==> config.mk <==
export PLATFORM = sky130hd
export DESIGN_NAME = noc_link_rx_endpoint
export DESIGN_NICKNAME = d
export VERILOG_FILES = /design/src/rtl/noc_link_rx_endpoint.sv
export SDC_FILE = /design/constraint.sdc
export NUM_CORES = 1
export LEC_CHECK = 0
export ABC_AREA = 1
export ABC_CLOCK_PERIOD_IN_PS = 3100
export CAP_MARGIN = 10
export CORE_UTILIZATION = 37
export DETAILED_ROUTE_END_ITERATION = 8
export DONT_BUFFER_PORTS = 1
export GPL_TIMING_DRIVEN = 1
export HOLD_SLACK_MARGIN = 0.05
export MAX_ROUTING_LAYER = met4
export SETUP_SLACK_MARGIN = 0.2
export SYNTH_ARGS = -nofsm -noshare
export SYNTH_HDL_FRONTEND = slang
export SYNTH_SLANG_ARGS = --single-unit
==> constraint.sdc <==
create_clock -name clk_noc -period 3.1 [get_ports clk_noc]
set_input_delay 0.465 -clock clk_noc [delete_from_list [all_inputs] [get_ports clk_noc]]
set_output_delay 0.465 -clock clk_noc [all_outputs]
set_load 0.01 [all_outputs]
==> src/rtl/noc_link_rx_endpoint.sv <==
// Credit-based router link receiver presented as an AXI-Stream master, with a small FWFT flit FIFO.
// Optional statistics counters are built when NOC_LINK_RX_STATS_EN is defined.
//
// Framing FSM states:
//   state  | meaning
//   IDLE   | between packets; next flit is a head, its dest is latched
//   IN_PKT | inside a multi-flit packet; dest must match the latched head dest
module noc_link_rx_endpoint #(
  parameter int FLIT_WIDTH        = 32,
  parameter int DEST_WIDTH        = 4,
  parameter int FLIT_BUFFER_DEPTH = 2,
  parameter int CNT_WIDTH         = $clog2(FLIT_BUFFER_DEPTH + 1)
) (
  input  logic                  clk_noc,
  input  logic                  rst_noc,
  input  logic [FLIT_WIDTH-1:0] data_in,
  input  logic [DEST_WIDTH-1:0] dest_in,
  input  logic                  is_tail_in,
  input  logic                  send_in,
  output logic                  credit_out,
  output logic                  axis_out_tvalid,
  input  logic                  axis_out_tready,
  output logic [FLIT_WIDTH-1:0] axis_out_tdata,
  output logic [DEST_WIDTH-1:0] axis_out_tdest,
  output logic                  axis_out_tlast,
  output logic [CNT_WIDTH-1:0]  fill_level,
  output logic                  overflow_err,
  output logic                  framing_err,
`ifdef NOC_LINK_RX_STATS_EN
  output logic [31:0]           stat_flits,
  output logic [31:0]           stat_pkts,
`endif
  input  logic                  err_clear
);

  localparam int PTR_WIDTH   = (FLIT_BUFFER_DEPTH > 1) ? $clog2(FLIT_BUFFER_DEPTH) : 1;
  localparam int ENTRY_WIDTH = FLIT_WIDTH + DEST_WIDTH + 1;
  localparam logic [PTR_WIDTH-1:0] LAST_PTR   = PTR_WIDTH'(FLIT_BUFFER_DEPTH - 1);
  localparam logic [CNT_WIDTH-1:0] FULL_LEVEL = CNT_WIDTH'(FLIT_BUFFER_DEPTH);

  typedef enum logic {IDLE = 1'b0, IN_PKT = 1'b1} state_t;

  logic [ENTRY_WIDTH-1:0] mem [FLIT_BUFFER_DEPTH];
  logic [PTR_WIDTH-1:0]   wr_ptr;
  logic [PTR_WIDTH-1:0]   rd_ptr;
  logic                   full;
  logic                   push;
  logic                   pop;
  state_t                 state;
  logic [DEST_WIDTH-1:0]  pkt_dest;

  assign full            = (fill_level == FULL_LEVEL);
  assign axis_out_tvalid = (fill_level != '0);
  assign pop             = axis_out_tvalid & axis_out_tready;
  // A full FIFO still accepts a flit when the head leaves in the same cycle.
  assign push            = send_in & (~full | pop);

  assign {axis_out_tdata, axis_out_tdest, axis_out_tlast} = mem[rd_ptr];

  always_ff @(posedge clk_noc) begin
    if (push) mem[wr_ptr] <= {data_in, dest_in, is_tail_in};
  end

  always_ff @(posedge clk_noc or posedge rst_noc) begin
    if (rst_noc) begin
      wr_ptr       <= '0;
      rd_ptr       <= '0;
      fill_level   <= '0;
      credit_out   <= 1'b0;
      overflow_err <= 1'b0;
    end else begin
      credit_out <= pop;
      if (push) wr_ptr <= (wr_ptr == LAST_PTR) ? '0 : wr_ptr + PTR_WIDTH'(1);
      if (pop)  rd_ptr <= (rd_ptr == LAST_PTR) ? '0 : rd_ptr + PTR_WIDTH'(1);
      case ({push, pop})
        2'b10:   fill_level <= fill_level + CNT_WIDTH'(1);
        2'b01:   fill_level <= fill_level - CNT_WIDTH'(1);
        default: fill_level <= fill_level;
      endcase
      if (send_in & ~push)  overflow_err <= 1'b1;
      else if (err_clear)   overflow_err <= 1'b0;
    end
  end

  // Framing follows every arriving flit, including ones dropped on overflow.
  always_ff @(posedge clk_noc or posedge rst_noc) begin
    if (rst_noc) begin
      state       <= IDLE;
      pkt_dest    <= '0;
      framing_err <= 1'b0;
    end else begin
      if (send_in) begin
        case (state)
          IDLE: begin
            pkt_dest <= dest_in;
            state    <= is_tail_in ? IDLE : IN_PKT;
          end
          IN_PKT: begin
            if (is_tail_in) state <= IDLE;
          end
          default: state <= IDLE;
        endcase
      end
      if (send_in && state == IN_PKT && dest_in != pkt_dest) framing_err <= 1'b1;
      else if (err_clear)                                     framing_err <= 1'b0;
    end
  end

`ifdef NOC_LINK_RX_STATS_EN
  always_ff @(posedge clk_noc or posedge rst_noc) begin
    if (rst_noc) begin
      stat_flits <= '0;
      stat_pkts  <= '0;
    end else begin
      if (pop)                  stat_flits <= stat_flits + 32'd1;
      if (pop & axis_out_tlast) stat_pkts  <= stat_pkts + 32'd1;
    end
  end
`endif

endmodule

# After elaboration in Yosys (flattened, before gate mapping)

Memory sizes are Yosys's and may differ from the RTL's.
Index checks and enable logic that the tools add are counted.

Flip-flop bits (word level): 12
Memory bits (writable): 74
Input port bits: 42
Output and inout port bits: 43
Memories kept: 1

Memory list:

| name | depth | width | rd ports | clocked after Yosys merged registers in | write ports | RTL line | RTL |
|---|---|---|---|---|---|---|---|
| mem  | 2     | 37    | 1        | 0                                       | 1           | 43       | `logic [ENTRY_WIDTH-1:0] mem [FLIT_BUFFER_DEPTH];` |

Add/subtract/negate cells: 4
Equal/unequal tests: 4
Muxes and demuxes: 9
Bitwise logic cells: 7
Reduce and logical (&&, ||, !) cells: 7

Operators by type and width:

| kind                                                                | number |
|---|---|
| 1-bit two-way mux                                                   | 8 |
| 2-bit nonzero test                                                  | 4 |
| 2-bit == test (second input constant)                               | 2 |
| 4-bit != test                                                       | 1 |
| 2-bit one-hot mux with 2 select lines                               | 1 |
| 1-bit AND                                                           | 3 |
| 1-bit NOT                                                           | 3 |
| 1-bit adder (second input constant)                                 | 2 |
| 2-bit by 1-bit adder with 2-bit output (second input constant)      | 1 |
| 2-bit by 1-bit == test with 1-bit output (second input constant)    | 1 |
| 1-bit logical AND                                                   | 2 |
| 2-bit AND reduction                                                 | 1 |
| 2-bit by 1-bit subtractor with 2-bit output (second input constant) | 1 |
| 1-bit OR                                                            | 1 |

# Depth between registers and ports, before layout

Depth after elaboration: 7
Mapped depth: 7

# Worst setup path before layout

Ideal clock, no wire load.

Path kind: in2reg
Start: input axis_out_tready
End: memory mem[1][0] in the netlist's numbering (enable)
Data arrival time: 2.265 ns
Slack: 0.403 ns
Stages on the path: 4
Path buffers: 0
Path through: inv_1 > nand3_1 > nand2_1 > nor2_1

Word-level cells in the longest chain between the ends: 5

RTL lines:

| item                                    | RTL line | RTL |
|---|---|---|
| start: declaration                      | 22       | `input logic axis_out_tready,` |
| 1-bit AND                               | 54       | `assign pop = axis_out_tvalid & axis_out_tready;` |
| 1-bit OR                                | 56       | `assign push = send_in & (~full \| pop);` |
| 1-bit AND                               | 56       |  |
| 1-bit two-way mux                       | 61       | `if (push) mem[wr_ptr] <= {data_in, dest_in, is_tail_in};` |
| 1-bit two-way mux (not written as such) | 61       |  |
| end: declaration                        | 43       |  |

No other way between the ends.

# Worst setup path after layout

Start: register rd_ptr
End: output axis_out_tdata[23]

Word-level cells in the longest chain between the ends: 1

RTL lines:

| item                     | RTL line | RTL |
|---|---|---|
| start: declaration       | 45       | `logic [PTR_WIDTH-1:0] rd_ptr;` |
| start signal: assignment | 74       | `if (pop) rd_ptr <= (rd_ptr == LAST_PTR) ? '0 : rd_ptr + PTR_WIDTH'(1);` |
| memory 2 x 37 bit        | n/a      |  |
| end: declaration         | 23       | `output logic [FLIT_WIDTH-1:0] axis_out_tdata,` |

No other way between the ends.

==> flow_summary.ini <==
[outcome]
run_status = finished, final reports clean

[setup_path]
path_max_fanout = 38
crit_type = reg -> out
cp_data_required_time_ps = 2630
cp.arrival_ps = 1510
start_kind = flop
worst-path-buf-inv = 1
crit_family = buffers and inverters
max_stage_delay_ps = 490
cp_common_cell = nand2_1
slowest_stage = inv_2
cp_cell_sequence = inv_2 > nand2_1 > nand2_1
endpoint_kind = primary output

[global_route]
overflow = 0
grt_pass1_wl_mm = 8.16
grt_pass1_vias = 1709
track_usage_pct = 12.7
grt_antenna_before_repair = 0
grt_max_degree = 39

[logic_synthesis]
syn_area_um2 = 3280
syn_area_per_cell_um2 = 12.0
synth.top_cells.by_count = 138 x nand2_1, 74 x edfxtp_1, 15 x inv_1
syn-num-nets = 315
ys_seq_area_share_pct = 76.8
synth_top_area_share_pct = 67.7
yosys-top-cells-area = edfxtp_1 68%, nand2_1 16%, dfrtp_1 9.1%
ys_types = 17
yosysWarnings = 0
syn_inst = 273
yosys.area.top_type = edfxtp_1
ys_ff_latch = 86
synth_most_common_cell = nand2_1
ys.flop_type = edfxtp_1
synth_edf_count = 74
synthArstFlopShare_pct = 14.0

[floorplanning]
dieWidth_um = 96.2
ios = 85
core_area_um2 = 8640
rows = 34
initial_core_util_pct = 38.0
die_h_um = 96.2
die-area_um2 = 9260

[timing]
setup_viol = 0
tightest_slew_ps = 669
hold_viol_final = 0
slew_headroom_pct = 55.4
period_share_pct = 63.8
skew_ps = 9.19
setup_tns_ps = 0
setup_ws_ps = 1120
rsz0062_at_grt = no
timing.final.crit_period_ps = 1980
final_max_slew_viol_count = 0
fmax_mhz = 505

[clock_network]
cts_tree = yes
ctsResizeCount = 0
cts_max_path_buffers = 2
clockRootBuffer = clkbuf_8
cts-htree-levels = 3
cts_buffers = 9
cts_sinks = 86
cts_setup_buffers = 0
clk_pin_slew_ps = 90
clock_latency_ps = 330

[drt]
drtAntennaViolNets = 0
wl_per_cell_um = 13.9
dr_total_vias = 1776
viasPerCell = 4.53
drc = 0
dr.pass1.iters = 4
wirelength_mm = 5.45
drtIter0Drc = 87

[cells_and_area]
nFillCells = 793
num-nets-final = 321
drive_gt1_share_pct = 9.15
fin_cells = 392
register_area_um2 = 2520
syn2layout_area_growth_pct = 10.6
diodes = 0
multi_input_area_um2 = 659

[power]
p_per_area_nw_per_um2 = 881
max-vdd-ir-drop_mv = 0.474
p_leak_nw = 1.48

[flow_run]
cap_violations = 0

[placed_design]
dp_slack_ps = 1390
io_buffers = 0
place_inst = 375
gp_congestion = 0.719
dp_hpwl_mm = 3.41

[worst_hold_path]
hp-class = in -> reg
cell usage in the layout (no fill, tap or decap):
master and instances:
o21ai_2 4, or2_0 1, dfrtp_1 12, dlygate4sd3_1 1, clkinv_1 1, clkbuf_8 9
buf_4 3, edfxtp_1 74, clkbuf_1 1, clkinvlp_4 3, o21ai_0 3, o21ai_1 2
nor2_1 3, inv_1 15, a21oi_1 2, nand3_1 3, nand2_1 138, nor2_4 2
bufinv_16 2, xor2_1 1, inv_2 3, o211ai_1 1
sequential cells by signal (all words and copies together), names as in the netlist:
name / cells
state: 1
rd_ptr: 1
wr_ptr: 1
overflow_err: 1
fill_level: 2
framing_err: 1
mem: 74
credit_out: 1
pkt_dest: 4
where the power goes:
group / switching (mW) / internal [mW]
sequential: 0.0838 / 1.52
combinational: 0.613 / 0.167
clock: 0.370 / 0.451
total: 1.07 / 2.13
worst paths after layout:
path                          startpoint            endpoint  slack (ps)  depth (start not counted)
min reg2reg                  pkt_dest[3]         pkt_dest[3]         520                          2
max in group asynchronous        rst_noc              rd_ptr        2140                          2
min in group asynchronous        rst_noc       fill_level[0]         610                          2
max reg2reg                fill_level[0]          mem[1][27]        1370                          5
min                           data_in[2]           mem[0][7]         220                          0
max                               rd_ptr  axis_out_tdata[23]        1120                          3
routing by layer:
layer / track usage (%) / wire [µm] / vias up
met5: - / 0 / -
met1: 12.8 / 2140 / 814
met3: 6.71 / 599 / 5
li1: - / - / 902
met4: 4.48 / 54 / 0
met2: 20.9 / 2660 / 55
final cells by class:
| type | count | area share [%] |
|---|---|---|
| tap | 108 | 3.72 |
| clock inverter | 6 | 2.38 |
| clock buffer | 10 | 3.51 |
| sequential | 86 | 69.5 |
| multi-input combinational | 160 | 18.2 |
| inverter | 18 | 1.86 |
| timing repair buffer | 4 | 0.896 |
per-stage QoR:
stage	util, %	area [µm²]	hold slack [ps]	total power [mW]
3_5_place_dp	39.5	3410	424	2.43
5_1_grt	42.0	3630	184	3.41
3_3_place_gp	39.5	3410	403	2.41
4_1_cts	42.0	3630	196	3.25
6_report	42.0	3630	216	3.20
2_1_floorplan	-	3280	330	2.25
worst reg2reg max path, cell delays in order, from the launching register on:
cell,delay (ps)
dfrtp_1,460
inv_2,90
nand3_1,120
nand2_1,140
nor2_4,100
buf_4,430
logic make-up (layout without fill, tap and decap cells):
logic type / after synthesis / after routing / synth area share (%)
AND/OR/NAND/NOR: 147 / 147 / 17.0
buffers and inverters: 27 / 38 / 3.58
flip-flops: 86 / 86 / 76.8
XOR/XNOR: 1 / 1 / 0.267
AO/OA/AOI/OAI: 12 / 12 / 2.36
what timing repair did:
action                                  4_1_cts  5_1_grt
hold endpoints to repair                     12        0
hold buffers                                  1        0
endpoints found under the setup margin        0        0
No activity file was read; power rests on OpenSTA's default activity.
